==> config.mk <==
export PLATFORM = sky130hd
export DESIGN_NAME = ldm_stm_sequencer
export DESIGN_NICKNAME = d
export VERILOG_FILES = /design/src/rtl/ldm_stm_sequencer_pkg.sv /design/src/rtl/ldm_stm_sequencer_prio_enc16.sv /design/src/rtl/ldm_stm_sequencer.sv
export SDC_FILE = /design/constraint.sdc
export NUM_CORES = 1
export LEC_CHECK = 0
export CAP_MARGIN = 20
export CELL_PAD_IN_SITES_DETAIL_PLACEMENT = 2
export CELL_PAD_IN_SITES_GLOBAL_PLACEMENT = 2
export CORE_ASPECT_RATIO = 0.9
export CORE_MARGIN = 5
export CORE_UTILIZATION = 25
export CTS_CLUSTER_DIAMETER = 50
export DETAILED_ROUTE_END_ITERATION = 10
export GPL_TIMING_DRIVEN = 0
export HOLD_SLACK_MARGIN = 0.1
export PLACE_DENSITY = 0.85
export SLEW_MARGIN = 30
export SYNTH_ARGS = -nofsm -noshare
export SYNTH_HDL_FRONTEND = slang
export SYNTH_SLANG_ARGS = --single-unit
==> constraint.sdc <==
create_clock -name clk -period 7.3 [get_ports clk]
set_input_delay 0.73 -clock clk [delete_from_list [all_inputs] [get_ports clk]]
set_output_delay 0.73 -clock clk [all_outputs]
set_load 0.02 [all_outputs]
==> src/rtl/ldm_stm_sequencer_pkg.sv <==
// Shared encodings for the LDM/STM block-transfer sequencer.
//   state_t  : sequencer FSM states
//   MODE_*   : addressing mode, encoded as {pre, up}
//   REG_PC   : register number whose load is redirected to the PC port
package ldm_stm_sequencer_pkg;

  typedef enum logic [1:0] {
    S_IDLE = 2'd0,
    S_XFER = 2'd1,
    S_WB   = 2'd2,
    S_DONE = 2'd3
  } state_t;

  localparam logic [1:0] MODE_DA = 2'b00;
  localparam logic [1:0] MODE_IA = 2'b01;
  localparam logic [1:0] MODE_DB = 2'b10;
  localparam logic [1:0] MODE_IB = 2'b11;

  localparam logic [3:0] REG_PC = 4'd15;

endpackage

==> src/rtl/ldm_stm_sequencer_prio_enc16.sv <==
// prio_enc16: combinational lowest-set-bit finder.
//   mask  : 16-bit register mask
//   idx   : index of the lowest set bit (0 when mask is empty)
//   valid : mask has at least one bit set
module prio_enc16 (
  input  logic [15:0] mask,
  output logic [3:0]  idx,
  output logic        valid
);

  always_comb begin
    idx = 4'd0;
    // Scan downward so the lowest set bit is the last to win.
    for (int i = 15; i >= 0; i--)
      if (mask[i]) idx = 4'(i);
  end

  assign valid = |mask;

endmodule

==> src/rtl/ldm_stm_sequencer.sv <==
// ldm_stm_sequencer: walks an LDM/STM register list one register per cycle,
// generating word addresses, register-file accesses and optional base
// writeback, and holds busy high to stall fetch/decode meanwhile.
//   clk, reset      : clock, synchronous active-low reset
//   start..reg_list : transfer request, sampled only in IDLE
//   mem_*           : data-memory address, strobes and data
//   rf_ra/rf_rd     : register-file read port (store data)
//   rf_we/wa/wd     : register-file write port (load data, base writeback)
//   pc_we/pc_wd     : load of R15
//   busy, done      : transfer in progress / one-cycle completion pulse
module ldm_stm_sequencer
  import ldm_stm_sequencer_pkg::*;
#(
  parameter int ADDR_W = 32
) (
  input  logic              clk,
  input  logic              reset,
  input  logic              start,
  input  logic              is_load,
  input  logic              up,
  input  logic              pre,
  input  logic              wback,
  input  logic [3:0]        rn,
  input  logic [ADDR_W-1:0] base,
  input  logic [15:0]       reg_list,
  output logic [ADDR_W-1:0] mem_addr,
  output logic              mem_re,
  output logic              mem_we,
  input  logic [ADDR_W-1:0] mem_rdata,
  output logic [ADDR_W-1:0] mem_wdata,
  output logic [3:0]        rf_ra,
  input  logic [ADDR_W-1:0] rf_rd,
  output logic              rf_we,
  output logic [3:0]        rf_wa,
  output logic [ADDR_W-1:0] rf_wd,
  output logic              pc_we,
  output logic [ADDR_W-1:0] pc_wd,
  output logic              busy,
  output logic              done
);

  state_t            state;
  logic              ld_q, up_q, wb_q;
  logic [3:0]        rn_q;
  logic [ADDR_W-1:0] base_q, addr_q;
  logic [15:0]       mask_q;
  logic [4:0]        cnt_q;

  // Popcount of the incoming list as a 4-level adder tree.
  logic [1:0] pc1 [8];
  logic [2:0] pc2 [4];
  logic [3:0] pc3 [2];
  logic [4:0] cnt_in;

  always_comb begin
    for (int i = 0; i < 8; i++) pc1[i] = {1'b0, reg_list[2*i]} + {1'b0, reg_list[2*i+1]};
    for (int i = 0; i < 4; i++) pc2[i] = {1'b0, pc1[2*i]} + {1'b0, pc1[2*i+1]};
    for (int i = 0; i < 2; i++) pc3[i] = {1'b0, pc2[2*i]} + {1'b0, pc2[2*i+1]};
    cnt_in = {1'b0, pc3[0]} + {1'b0, pc3[1]};
  end

  // Lowest register sits at the lowest address, so every mode walks upward
  // from its start address; only the start point differs.
  logic [ADDR_W-1:0] off_in, start_addr;
  assign off_in = ADDR_W'({cnt_in, 2'b00});

  always_comb begin
    case ({pre, up})
      MODE_IA: start_addr = base;
      MODE_IB: start_addr = base + ADDR_W'(4);
      MODE_DA: start_addr = base - off_in + ADDR_W'(4);
      default: start_addr = base - off_in;
    endcase
  end

  logic [3:0]  idx;
  logic        idx_vld;
  logic [15:0] mask_nxt;

  prio_enc16 u_prio (.mask(mask_q), .idx(idx), .valid(idx_vld));

  assign mask_nxt = mask_q & ~(16'd1 << idx);

  always_ff @(posedge clk) begin
    if (!reset) begin
      state  <= S_IDLE;
      ld_q   <= 1'b0;
      up_q   <= 1'b0;
      wb_q   <= 1'b0;
      rn_q   <= 4'd0;
      base_q <= '0;
      addr_q <= '0;
      mask_q <= 16'd0;
      cnt_q  <= 5'd0;
    end else begin
      case (state)
        S_IDLE: if (start) begin
          ld_q   <= is_load;
          up_q   <= up;
          // A loaded base register wins over writeback.
          wb_q   <= wback & ~(is_load & reg_list[rn]);
          rn_q   <= rn;
          base_q <= base;
          addr_q <= start_addr;
          mask_q <= reg_list;
          cnt_q  <= cnt_in;
          state  <= (reg_list == 16'd0) ? S_DONE : S_XFER;
        end
        S_XFER: begin
          mask_q <= mask_nxt;
          addr_q <= addr_q + ADDR_W'(4);
          if (mask_nxt == 16'd0) state <= wb_q ? S_WB : S_DONE;
        end
        S_WB:    state <= S_DONE;
        default: state <= S_IDLE;
      endcase
    end
  end

  logic              xfer, xld, xst, in_wb;
  logic [ADDR_W-1:0] off_q, wb_val;

  assign xfer   = (state == S_XFER) && idx_vld;
  assign xld    = xfer & ld_q;
  assign xst    = xfer & ~ld_q;
  assign in_wb  = (state == S_WB);
  assign off_q  = ADDR_W'({cnt_q, 2'b00});
  assign wb_val = up_q ? base_q + off_q : base_q - off_q;

  assign busy      = (state != S_IDLE);
  assign done      = (state == S_DONE);
  assign mem_addr  = xfer ? addr_q : '0;
  assign mem_re    = xld;
  assign mem_we    = xst;
  assign mem_wdata = rf_rd;
  assign rf_ra     = xst ? idx : 4'd0;
  assign pc_we     = xld && (idx == REG_PC);
  assign pc_wd     = pc_we ? mem_rdata : '0;
  assign rf_we     = (xld && (idx != REG_PC)) || in_wb;
  assign rf_wa     = xld ? idx : (in_wb ? rn_q : 4'd0);
  assign rf_wd     = xld ? mem_rdata : (in_wb ? wb_val : '0);

endmodule

==> results.tsv <==
metric	value	unit
# diodes	0	
drt total wl	59880	um
dominant cell type by area after synthesis	dfxtp_1	
Clock Sinks	94	
Final ANT Viol Nets	0	
Remaining DRCs	0	
Fin Hold WS	0.4745	ns
Power Total	5017	uW
slew at the pin closest to its max-slew limit	1.015	ns
DIE WIDTH	229.9	um
count leader, synth	nand2_1	
Boundary Pins	265	
number of flops mapped to enable cells by yosys	0	
crit path capture type	flop	
overall die area	47780	um2
Post-Syn Area	10880	um2
most frequent CP cell	fa_1	
Area Overhead vs Synth	33.61	%
H-tree depth	3	
Top FF cell, synth	dfxtp_1	
Clock Latency Late Sink	0.38	ns
largest family of logic cells by synthesized area	simple AND/OR/NAND/NOR gates	
gpl congestion	0.9307	
simple-gate share of the synthesized area	30.22	%
Via density	5.724	
data required time of the critical path	7.56	ns
max-slew violations	0	
vias in the first global route	14601	
YS warnings	0	
global route total overflow	0	
Synth Area in Adders	8.168	%
CTS max path bufs	2	
fraction of layout cells with a size suffix above 1	7.418	%
CP Launch Type	primary input	
Worst-path clk slew	0.08	ns
WL/cell	25.21	um
# rows	72	
kind of critical path	primary input to flop	
max_cap viols	0	
largest net degree at the start of global routing	17	
Fmax	0.1394	GHz
DP Area	13790	um2
Leakage	0.005191	uW
total track usage	23.81	%
top cells by area, synth	dfxtp_1 17%, nand2_1 7.5%, ha_1 5.9%, o21ai_0 4.9%, a21oi_1 4.0%	
fin area	14530	um2
Seq/Total Area, Yosys	17.30	%
Max IR drop VDD	0.1603	mV
Die Height	207.9	um
Hold Vio Cnt, Final	0	
Slowest-stage cell, CP	fa_1	
syn_area_per_cell	6.940	um2
CTS tree	yes	
Hold WC Path Type	flop to flop	
DP Wirelength	48100	um
Setup TNS	0	ns
run status	finished, final reports clean	
core area	42970	um2
Port Buffer Count	220	
Fin Clk Skew	0.01338	ns
Commonest cells post-synth	218 x nand2_1, 106 x o21ai_0, 94 x dfxtp_1	
root buffer cell	clkbuf_16	
post-route clock period utilization	98.30	%
cell count after synthesis	1567	
Final setup viols	0	
XOR/XNOR Fraction of Synth Area	5.637	%
Compound-Gate Fraction of Synth Area	28.51	%
asr flop ratio synth	0	%
CTS buffer count	9	
pwr dens	345.3	nW/um2
nets	2001	
CP cell instances	dlygate4sd2_1 -> fa_1 -> fa_1 -> inv_1 -> fa_1 -> fa_1 -> inv_1 -> ha_1 -> a21o_1 -> a21oi_2 -> xor2_1 -> ha_4 -> a21o_1 -> and2_1 -> o41a_1 -> o21ai_0 -> or4_1 -> buf_2 -> a2111oi_0 -> o41ai_1 -> mux2i_1 -> a21oi_1	
critical path peak fanout	10	
initial antenna violation count	0	
routed vias	13594	
Initial Utilization	25.31	%
Net Count, Synth	1753	
synth unique cells	87	
min Tclk post-route	7.176	ns
share of the synthesized area in the top cell type	17.30	%
first-pass GRT wire length	89960	um
Starting DRT DRC Count	992	
CP max stage delay	0.62	ns
FF+latch count, synth	94	
Initial DRT Pass Iterations	5	
mux cell area share after synthesis	2.094	%
Worst slew margin	31.45	%
Data arrival, critical path	7.44	ns
sequential cells by signal (all words and copies together), names as in the netlist:
| register | count |
|---|---|
| addr_q | 32 |
| base_q | 32 |
| mask_q | 16 |
| cnt_q | 5 |
| rn_q | 4 |
| state | 2 |
| ld_q | 1 |
| up_q | 1 |
| wb_q | 1 |
report_power, final:
part	switching [uW]	internal, uW	leakage, uW
sequential	165	643	0.000771
combinational	2360	1300	0.00426
clock	248	305	0.000159
per-layer routing:
metal,wire length [um],GRT usage [%],up-vias
met5,0,0,-
met4,1701,7.110,0
met3,3268,4.404,99
met2,28260,40.18,425
met1,26640,31.02,6895
li1,-,-,6175
critical path: cells and delay by family:
kind / cells / cell delay [ns]
AO/OA/AOI/OAI: 8 / 2.12
multiplexers: 1 / 0.30
AND/OR/NAND/NOR: 2 / 0.50
adder cells (fa/ha/maj): 6 / 2.59
XOR/XNOR: 1 / 0.37
buffers and inverters: 4 / 0.82
final timing paths:
check             cells past startpoint         end  slack (ns)        start
hold / removal                        2   base_q[2]        0.47    base_q[2]
setup / recovery                     22  addr_q[19]        0.12  reg_list[1]
hold reg to reg                       2   base_q[2]        0.47    base_q[2]
setup reg to reg                     10  addr_q[27]        3.83    addr_q[9]
cell usage in the layout (no fill, tap or decap), drive strengths merged, types with 24 or more instances in the layout:
cell,netlist,final
inv,64,66
nor4,27,27
o21ai,121,121
ha,51,51
clkdlybuf4s50,0,211
nor2,93,93
nor2b,24,24
a21boi,38,38
a21oi,88,88
buf,43,63
nand2,218,218
xnor2,40,40
dfxtp,94,94
a31oi,25,25
and3,26,26
and2,48,48
nor3,81,81
clkbuf,92,100
xor2,30,30
nand3,39,39
timing repair:
action | in CTS | in global routing
hold buffers | 0 | 0
resized for setup | 46 | 17
setup buffers | 16 | 3
gates cloned | 0 | 0
pin swaps | 11 | 5
setup endpoints to repair | 25 | 20
kinds of logic after synthesis:
| kind of cell | count (synthesis) |
|---|---|
| compound gates | 465 |
| xor+xnor | 70 |
| fa+ha+maj | 64 |
| buf+inv | 201 |
| flops | 94 |
| mux | 16 |
| simple gates | 657 |
through the flow:
stage | util, % | setup WS, ns | cells
6_report | 33.81 | 0.1244 | 2375
5_1_grt | 33.81 | -0.08271 | 2375
2_1_floorplan | - | 0.3160 | 1567
3_3_place_gp | 32.05 | -1.532 | 2342
3_5_place_dp | 32.08 | -1.726 | 2343
4_1_cts | 33.58 | 0.02218 | 2372
layout make-up:
class | instances | area, um2
plain buffers | 132 | 618.1
multi-input cells | 1272 | 8409
well taps | 555 | 694.4
inverters | 66 | 247.7
flip-flops and latches | 94 | 1882
clock buffers | 10 | 229.0
repair buffers | 240 | 2356
fillers | 5043 | 28440
clock inverters | 6 | 93.84
(Power assumes the default switching activity.)
